## src/rtl/load_store_unit_pkg.sv

```systemverilog
// Shared definitions for the load/store unit.
//   mem_op_e       : operation class issued by decode (none / load / store)
//   mem_rd_e       : load flavour (byte/half/word, signed or unsigned)
//   MEM_WR_*       : store byte masks, byte-lane-0 based
//   lsu_state_e    : FSM states of the unit
//   is_misaligned  : alignment rule shared by every access type
//   lane_replicate : spreads narrow store data across all four byte lanes
package load_store_unit_pkg;

    typedef enum logic [1:0] {
        MEM_OP_NONE  = 2'd0,
        MEM_OP_LOAD  = 2'd1,
        MEM_OP_STORE = 2'd2
    } mem_op_e;

    typedef enum logic [2:0] {
        MEM_RD_LB  = 3'd0,
        MEM_RD_LH  = 3'd1,
        MEM_RD_LW  = 3'd2,
        MEM_RD_LBU = 3'd4,
        MEM_RD_LHU = 3'd5
    } mem_rd_e;

    localparam logic [3:0] MEM_WR_BYTE = 4'b0001;
    localparam logic [3:0] MEM_WR_HALF = 4'b0011;
    localparam logic [3:0] MEM_WR_WORD = 4'b1111;

    typedef enum logic [1:0] {
        ST_IDLE = 2'd0,
        ST_REQ  = 2'd1,
        ST_DONE = 2'd2
    } lsu_state_e;

    // Halfwords need an even address, words a multiple of four; bytes are
    // always aligned. Any op other than a store is treated as a load.
    function automatic logic is_misaligned(input logic [1:0] op,
                                           input logic [2:0] rd_type,
                                           input logic [3:0] wr_mask,
                                           input logic [1:0] offset);
        logic mis;
        mis = 1'b0;
        if (op == MEM_OP_STORE) begin
            case (wr_mask)
                MEM_WR_HALF: mis = offset[0];
                MEM_WR_WORD: mis = (offset != 2'b00);
                default:     mis = 1'b0;
            endcase
        end else begin
            case (rd_type)
                MEM_RD_LH, MEM_RD_LHU: mis = offset[0];
                MEM_RD_LW:             mis = (offset != 2'b00);
                default:               mis = 1'b0;
            endcase
        end
        return mis;
    endfunction

    // The strobes pick the live lane, so the data only has to be present
    // in every lane the narrow store could land on.
    function automatic logic [31:0] lane_replicate(input logic [3:0]  wr_mask,
                                                   input logic [31:0] data);
        logic [31:0] wdata;
        case (wr_mask)
            MEM_WR_BYTE: wdata = {4{data[7:0]}};
            MEM_WR_HALF: wdata = {2{data[15:0]}};
            default:     wdata = data;
        endcase
        return wdata;
    endfunction

endpackage

```

## src/rtl/load_align.sv

```systemverilog
// Combinational load data aligner.
//   rdata     in  32  raw word from the data bus
//   offset    in  2   byte offset of the access inside the word
//   read_type in  3   mem_rd_e load flavour
//   result    out 32  selected byte/half/word, sign- or zero-extended
module load_align
    import load_store_unit_pkg::*;
(
    input  logic [31:0] rdata,
    input  logic [1:0]  offset,
    input  logic [2:0]  read_type,
    output logic [31:0] result
);

    logic [7:0]  byte_sel;
    logic [15:0] half_sel;

    // Halfword accesses are known aligned, so offset[1] alone picks the half.
    always_comb begin
        byte_sel = rdata[{offset, 3'b000} +: 8];
        half_sel = offset[1] ? rdata[31:16] : rdata[15:0];
        result   = rdata;
        case (read_type)
            MEM_RD_LB:  result = {{24{byte_sel[7]}}, byte_sel};
            MEM_RD_LBU: result = {24'h0, byte_sel};
            MEM_RD_LH:  result = {{16{half_sel[15]}}, half_sel};
            MEM_RD_LHU: result = {16'h0, half_sel};
            default:    result = rdata;
        endcase
    end

endmodule

```

## src/rtl/load_store_unit.sv

```systemverilog
// Load/store unit: runs one req/ack data-bus transaction per decoded memory
// op and stalls the core until it finishes.
//   clk, rst_n          core clock, asynchronous active-low reset
//   start, mem_op       EX-stage valid and operation class
//   mem_read_type       load flavour, mem_write_mask store byte mask
//   addr, store_data    effective address and rs2 value
//   stall               hold the pipeline
//   done                one-cycle completion pulse
//   load_data           extended load result, valid with done
//   misaligned, bus_err qualify done
//   bus_req/we/addr/wdata/wstrb, bus_ack/rdata   data-bus handshake
// TIMEOUT: cycles spent in REQ without bus_ack before bus_err; 0 disables it.
module load_store_unit
    import load_store_unit_pkg::*;
#(
    parameter int unsigned TIMEOUT = 16
)
(
    input  logic        clk,
    input  logic        rst_n,
    input  logic        start,
    input  logic [1:0]  mem_op,
    input  logic [2:0]  mem_read_type,
    input  logic [3:0]  mem_write_mask,
    input  logic [31:0] addr,
    input  logic [31:0] store_data,
    output logic        stall,
    output logic        done,
    output logic [31:0] load_data,
    output logic        misaligned,
    output logic        bus_err,
    output logic        bus_req,
    output logic        bus_we,
    output logic [31:0] bus_addr,
    output logic [31:0] bus_wdata,
    output logic [3:0]  bus_wstrb,
    input  logic        bus_ack,
    input  logic [31:0] bus_rdata
);

    localparam int unsigned CNT_W = 16;

    lsu_state_e        state;
    lsu_state_e        next_state;

    logic              is_store_q;
    logic [2:0]        rd_type_q;
    logic [3:0]        wr_mask_q;
    logic [31:0]       addr_q;
    logic [31:0]       sd_q;
    logic [31:0]       load_data_q;
    logic              misaligned_q;
    logic              bus_err_q;
    logic [CNT_W-1:0]  cnt;

    logic              accept;
    logic              misaligned_now;
    logic              timeout_hit;
    logic [31:0]       aligned_rdata;

    load_align u_load_align (
        .rdata     (bus_rdata),
        .offset    (addr_q[1:0]),
        .read_type (rd_type_q),
        .result    (aligned_rdata)
    );

    always_comb begin
        accept         = (state == ST_IDLE) && start && (mem_op != MEM_OP_NONE);
        misaligned_now = is_misaligned(mem_op, mem_read_type, mem_write_mask, addr[1:0]);
        timeout_hit    = (TIMEOUT != 0) && (cnt == CNT_W'(TIMEOUT - 1));
    end

    // Misaligned accesses skip the bus entirely and report straight away.
    always_comb begin
        next_state = state;
        case (state)
            ST_IDLE: begin
                if (accept) begin
                    next_state = misaligned_now ? ST_DONE : ST_REQ;
                end
            end
            ST_REQ: begin
                if (bus_ack || timeout_hit) begin
                    next_state = ST_DONE;
                end
            end
            ST_DONE: next_state = ST_IDLE;
            default: next_state = ST_IDLE;
        endcase
    end

    always_ff @(posedge clk or negedge rst_n) begin
        if (!rst_n) begin
            state <= ST_IDLE;
        end else begin
            state <= next_state;
        end
    end

    // The op is captured at accept so the bus fields stay stable for the
    // whole request even though the EX stage inputs move on.
    always_ff @(posedge clk or negedge rst_n) begin
        if (!rst_n) begin
            is_store_q   <= 1'b0;
            rd_type_q    <= 3'd0;
            wr_mask_q    <= 4'd0;
            addr_q       <= 32'd0;
            sd_q         <= 32'd0;
            load_data_q  <= 32'd0;
            misaligned_q <= 1'b0;
            bus_err_q    <= 1'b0;
            cnt          <= '0;
        end else begin
            case (state)
                ST_IDLE: begin
                    if (accept) begin
                        is_store_q   <= (mem_op == MEM_OP_STORE);
                        rd_type_q    <= mem_read_type;
                        wr_mask_q    <= mem_write_mask;
                        addr_q       <= addr;
                        sd_q         <= store_data;
                        load_data_q  <= 32'd0;
                        misaligned_q <= misaligned_now;
                        bus_err_q    <= 1'b0;
                        cnt          <= '0;
                    end
                end
                ST_REQ: begin
                    if (bus_ack) begin
                        load_data_q <= is_store_q ? 32'd0 : aligned_rdata;
                    end else if (timeout_hit) begin
                        bus_err_q   <= 1'b1;
                        load_data_q <= 32'd0;
                    end else begin
                        cnt <= cnt + CNT_W'(1);
                    end
                end
                default: begin
                end
            endcase
        end
    end

    // Every handshake output decodes from the registered state, so reset
    // drops bus_req immediately and no combinational path reaches the bus.
    always_comb begin
        bus_req    = (state == ST_REQ);
        bus_we     = bus_req && is_store_q;
        bus_addr   = {addr_q[31:2], 2'b00};
        bus_wdata  = lane_replicate(wr_mask_q, sd_q);
        bus_wstrb  = bus_we ? (wr_mask_q << addr_q[1:0]) : 4'b0000;
        done       = (state == ST_DONE);
        misaligned = done && misaligned_q;
        bus_err    = done && bus_err_q;
        load_data  = load_data_q;
        stall      = accept || bus_req;
    end

endmodule

```

## config.mk

```make
export PLATFORM = sky130hd
export DESIGN_NAME = load_store_unit
export DESIGN_NICKNAME = d
export VERILOG_FILES = /design/src/rtl/load_store_unit_pkg.sv /design/src/rtl/load_align.sv /design/src/rtl/load_store_unit.sv
export SDC_FILE = /design/constraint.sdc
export NUM_CORES = 1
export LEC_CHECK = 0
export BUFFER_PORTS_ARGS = -buffer_cell sky130_fd_sc_hd__buf_2
export CAP_MARGIN = 20
export CORE_MARGIN = 1.5
export CORE_UTILIZATION = 36
export CTS_BUF_LIST = sky130_fd_sc_hd__clkbuf_4 sky130_fd_sc_hd__clkbuf_8
export DETAILED_ROUTE_END_ITERATION = 10
export GPL_TIMING_DRIVEN = 0
export HOLD_SLACK_MARGIN = 0.12
export PLACE_DENSITY = 0.63
export SYNTH_ARGS = -nofsm -noshare
export SYNTH_HDL_FRONTEND = slang
export SYNTH_HIERARCHICAL = 1
export SYNTH_SLANG_ARGS = --single-unit
```

## constraint.sdc

```tcl
create_clock -name clk -period 1.78 [get_ports clk]
set_input_delay 0 -clock clk [delete_from_list [all_inputs] [get_ports clk]]
set_output_delay 0 -clock clk [all_outputs]
set_load 0.005 [all_outputs]
```

## Yosys cells after proc, flatten, opt, wreduce, memory -nomap -nowiden

Index checks and enable logic that the tools add are counted.

- Bits in registers: 124
- Latch bits: 0
- Memory bits (writable): 0
- Bits in read-only memories: 0
- Word-level logic and storage cells: 75
- Memories: 0

- $add $sub $neg: 1
- Multipliers: 0
- Divide/modulo/power cells: 0
- Magnitude comparators: 0
- Equal/unequal tests: 20
- Shift-type cells: 2
- Mux-type cells: 24
- Bitwise logic cells: 0
- Reduce and logical (&&, ||, !) cells: 18

Operators by type and width:

| operator | count |
|---|---|
| $mux 32 | 4 |
| $pmux 32 s2 | 2 |
| $pmux 32 s4 | 1 |
| $mux 16 | 4 |
| $pmux 16 s2 | 1 |
| $shiftx 32x6->8 | 1 |
| $add 16x1->16 const B | 1 |
| $eq 16x4->1 const B | 1 |
| $eq 3x3->1 const B | 3 |
| $eq 4x2->1 const B | 2 |
| $reduce_and 4->1 | 2 |
| $eq 3x1->1 const B | 2 |
| $mux 2 | 3 |
| $ne 2x2->1 const B | 3 |
| $pmux 1 s2 | 3 |
| $reduce_bool 2->1 | 3 |
| $logic_and 1x1->1 | 5 |
| $eq 2x2->1 const B | 2 |
| $eq 4x1->1 const B | 1 |
| $eq 4x4->1 const B | 1 |
| $mux 1 | 4 |
| $mux 4 | 1 |
| $ne 2x1->1 const B | 2 |
| $pmux 2 s2 | 1 |
| 10 further kinds | 12 |

## Logic depth before layout (Yosys ltp)

- Word-level depth: 7
- Mapped depth: 7
- Mapped depth without buffers: 5

## By module

Netlist, hierarchy kept.

Modules (own cells, without submodules):

| module | instances | cells an instance | area an instance (um^2) | seq. area each (um^2) |
|---|---|---|---|---|
| load_store_unit | 1 | 595 | 5652.9 | 3103.0 |
| load_align | 1 | 96 | 845.8 | 0.0 |

## Worst setup path before layout

OpenSTA, ideal clock, no wires.

- Path type: reg2reg
- From: register state[1]
- To: register cnt[5]
- Setup time: 0.078 ns
- Data arrival time: 1.734 ns
- Required time: 1.702 ns
- Slack: -0.032 ns
- Cell stages (with the launch flop): 6
- Path buffers: 1
- Cell sequence: dfrtp_1 -> buf_6 -> or3b_1 -> a41o_1 -> or4_1 -> a21oi_1

- Word-level cells in the longest chain between the ends: 5

RTL lines:

| what | line | text |
|---|---|---|
| from (decl) | load_store_unit.sv:43 | `lsu_state_e state;` |
| from (signal assigned) | load_store_unit.sv:97 | `state <= next_state;` |
| $logic_not 2->1 | load_store_unit.sv:69, load_store_unit.sv:115 |  |
| $logic_and 1x1->1 (2 in a row) | load_store_unit.sv:69 | `accept = (state == ST_IDLE) && start && (mem_op != MEM_OP_NONE);` |
| $ne 2x2->1 (no source line) | - |  |
| $reduce_and 4->1 (no source line) | - |  |
| to (signal assigned) | load_store_unit.sv:136 | `cnt <= cnt + CNT_W'(1);` |
| to (decl) | load_store_unit.sv:54 | `logic [CNT_W-1:0] cnt;` |

Parallel ways exist; a longest one is shown, timed or not.
A chain may end at the register's enable or synchronous reset.

## Worst setup path in the final report

- From: register wr_mask_q[3]
- To: output port bus_wdata[19]

- Word-level cells in the longest chain between the ends: 2

RTL lines:

| what | line | text |
|---|---|---|
| from (decl) | load_store_unit.sv:48 | `logic [3:0] wr_mask_q;` |
| from (signal assigned) | load_store_unit.sv:120 | `wr_mask_q <= mem_write_mask;` |
| $eq 4x2->1 / $eq 4x1->1 (equally long branches) | load_store_unit_pkg.sv:63 | `case (wr_mask)` |
| $pmux 32 s2 (*) | load_store_unit_pkg.sv:63 |  |
| to (decl) | load_store_unit.sv:35 | `output logic [31:0] bus_wdata,` |

Every way passes the cells marked *; elsewhere a longest branch is shown, timed or not.

==> results.ini <==
[setup_path]
critPathLaunchType=register
endpoint_kind=primary output
cpPeakStageDelay_ps=420
critPathSlowestCell=dfrtp_1
cp.arrival_ps=1870
cp_num_buf_inv=3
required_ps=1780
reg2reg_slack_ps=-50
cp_cell_sequence=nor3b_4 > buf_4 > clkbuf_16 > mux2_2 > buf_2
path_class=reg -> out
critPathMaxFanout=10
worst_path_dominant_cell_family=buffers and inverters

[global_route]
grt_pass1_wl_mm=32.57
grt_antenna_before_repair=1
grt_pass1_vias=6461
grt_max_degree=69
grt-ovfl-total=0
track_usage_pct=22.65

[synthesis]
ys_seq_area_share_pct=47.75
avgSynthCellArea_sq_um=9.405
synthArstFlopShare_pct=100.0
ys_types=54
yosys_warnings=6
synth_edf_count=0
postSynthCellCount=691
ys_seq_elements=124
synthesis.area_sq_um=6499
ys.flop_type=dfrtp_1

[clock_tree]
clk_pin_slew_worst_paths_ps=70
clock_path_buffers=2
cts.sinks=124
cts_max_level=4
cts_tree=yes
cts_root_buffer=clkbuf_8
clock_latency_ps=450
cts_made_buffers=17

[pwr]
power_density_nw_per_um2=1563
leakage_uw=0.005163
power.ir.vdd_worst_v=0.0008221

[layout]
fin_util_pct=57.92
nets=1170
layout-drive-gt1-share_pct=41.57
final_cell_mix=224 x nand2_1, 210 x buf_2, 110 x dfrtp_1
area_delta_synth_final_pct=55.76
finalInstanceArea_sq_um=10120
final_common_cell=nand2_1

[floorplanning]
num_io_pins=215
die_area_sq_um=18870
initial_core_util_pct=37.18
coreArea_sq_um=17480
die_width_microns=137.4
die_h_microns=137.4
rows=48

[timing]
fmax_ghz=0.5344
drv_slew=0
final_hold_viol_count=0
skew_ps=18.79
fin_crit_ps=1871
timing.final.ws_setup_ps=-91.28
max_slew_margin_pct=63.06
min_period_over_period_pct=105.1
finalSetupViolCount=19
rsz0062_at_grt=true
worst_slew_pin_slew_ps=554.1

[placed_design]
pre_cts_ws_ps=-475.3
gp_congestion=0.8269
place_area_sq_um=7883
portBuffers=212
dp_hpwl_mm=13.92

[routing]
viasPerCell=4.890
dr.pass1.iters=4
vias=6352
wl_mm=21.10
wl_per_cell_microns=16.24
drc_errors=0
postRouteAntennaNets=0
drtIter0Drc=293

[run_status]
violations=setup timing
outcome=finished with violations

[flow_run]
cap_violations=0

[hold_path]
hold_path.class=in -> reg

## worst reg2reg max path, cell delays in order (launching register included)
cell and delay [ps]:
dfrtp_2 450, or3b_4 390, a41o_4 300, or4_4 490, a21oi_2 150
## metal layers
layer  up-vias  track usage [%]  wire (microns)
met1      2981            27.83            8990
met4         0            8.538             607
met5         -                0               0
li1       3095                -               -
met2       230            37.21           10150
met3        46            7.138            1354
## synthesized netlist by cell type, types with 2 or more instances
cell type,n,area (sq um)
buf_6,4,45.04
a221o_1,6,60.06
o21a_1,3,22.52
nand4_1,4,25.02
nand2b_1,3,18.77
inv_1,8,30.03
mux2_2,21,236.5
nand2_1,227,852.1
a2bb2oi_1,6,52.55
nor2_1,14,52.55
and3_1,3,18.77
o211ai_1,4,30.03
a2bb2oi_2,14,210.2
o31ai_1,7,52.55
nor3_1,4,20.02
dfrtp_1,124,3103
a211oi_1,5,37.54
buf_4,44,330.3
clkbuf_1,31,116.4
o221ai_1,5,43.79
o21ai_0,13,65.06
a22o_1,34,297.8
nor4_1,3,18.77
mux2i_1,15,150.1
or4_1,6,45.04
or3_1,8,50.05
nor3b_2,2,25.02
a21oi_1,25,125.1
and2_1,2,12.51
nand3_1,8,40.04
nor2b_1,14,87.58
nor4b_1,2,17.52
## layout make-up
class / count / area (sq um)
plain buffers: 81 / 624.3
clock buffers: 18 / 247.7
repair buffers: 350 / 2479
multi-input cells: 477 / 3143
inverters: 9 / 41.29
fillers: 1504 / 7355
diodes: 1 / 2.502
well taps: 225 / 281.5
flip-flops and latches: 124 / 3120
clock inverters: 14 / 182.7
## timing repair
| item | in CTS | in global routing |
|---|---|---|
| hold buffers | 109 | 0 |
| pin swaps | 16 | 12 |
| buffers inserted | 13 | 12 |
| endpoints found under the hold margin | 234 | 0 |
| resized for setup | 69 | 91 |
| setup endpoints to repair | 146 | 146 |
| cloned | 2 | 1 |
## path summary, 6_finish.rpt
kind / start / end / cells past startpoint
setup reg to reg: state[1] / cnt[10] / 4
setup / recovery: wr_mask_q[3] / bus_wdata[19] / 5
min in group asynchronous: rst_n / addr_q[8] / 3
hold reg to reg: sd_q[21] / sd_q[21] / 2
hold / removal: mem_op[0] / cnt[8] / 5
max in group asynchronous: rst_n / cnt[1] / 4
## state kept, by name, indices dropped and copies added, names as in the netlist
signal,flops
cnt,16
misaligned_q,1
sd_q,32
wr_mask_q,4
is_store_q,1
rd_type_q,3
addr_q,32
load_data,32
state,2
bus_err_q,1
## per-stage QoR
step | TNS [ps] | hold WS, ps | power [uW] | std cells
finish | -1093 | 198.4 | 15820 | 1299
global route | -3131 | 252.7 | 16950 | 1299
CTS | -1860 | 176.9 | 15390 | 1286
detailed placement | -27000 | 10.81 | 11760 | 1130
global placement | -156490 | 189.1 | 11650 | 1129
floorplan | 0 | -295.6 | 9187 | 692
## logic make-up after synthesis
group / after synthesis / synth area share [%]
mux: 37 / 6.180
buf+inv: 91 / 8.298
fa+ha+maj: 1 / 0.1925
other cells: 1 / 0.05770
flops: 124 / 47.75
simple gates: 307 / 20.75
xor+xnor: 2 / 0.2696
compound gates: 128 / 16.50
## power by group
group / leakage (uW) / switching [uW] / internal, uW
Sequential: 0.00158 / 883 / 3970
Clock: 0.000207 / 1290 / 1450
Combinational: 0.00338 / 3870 / 4360
Power figures use the tool's default switching activity.
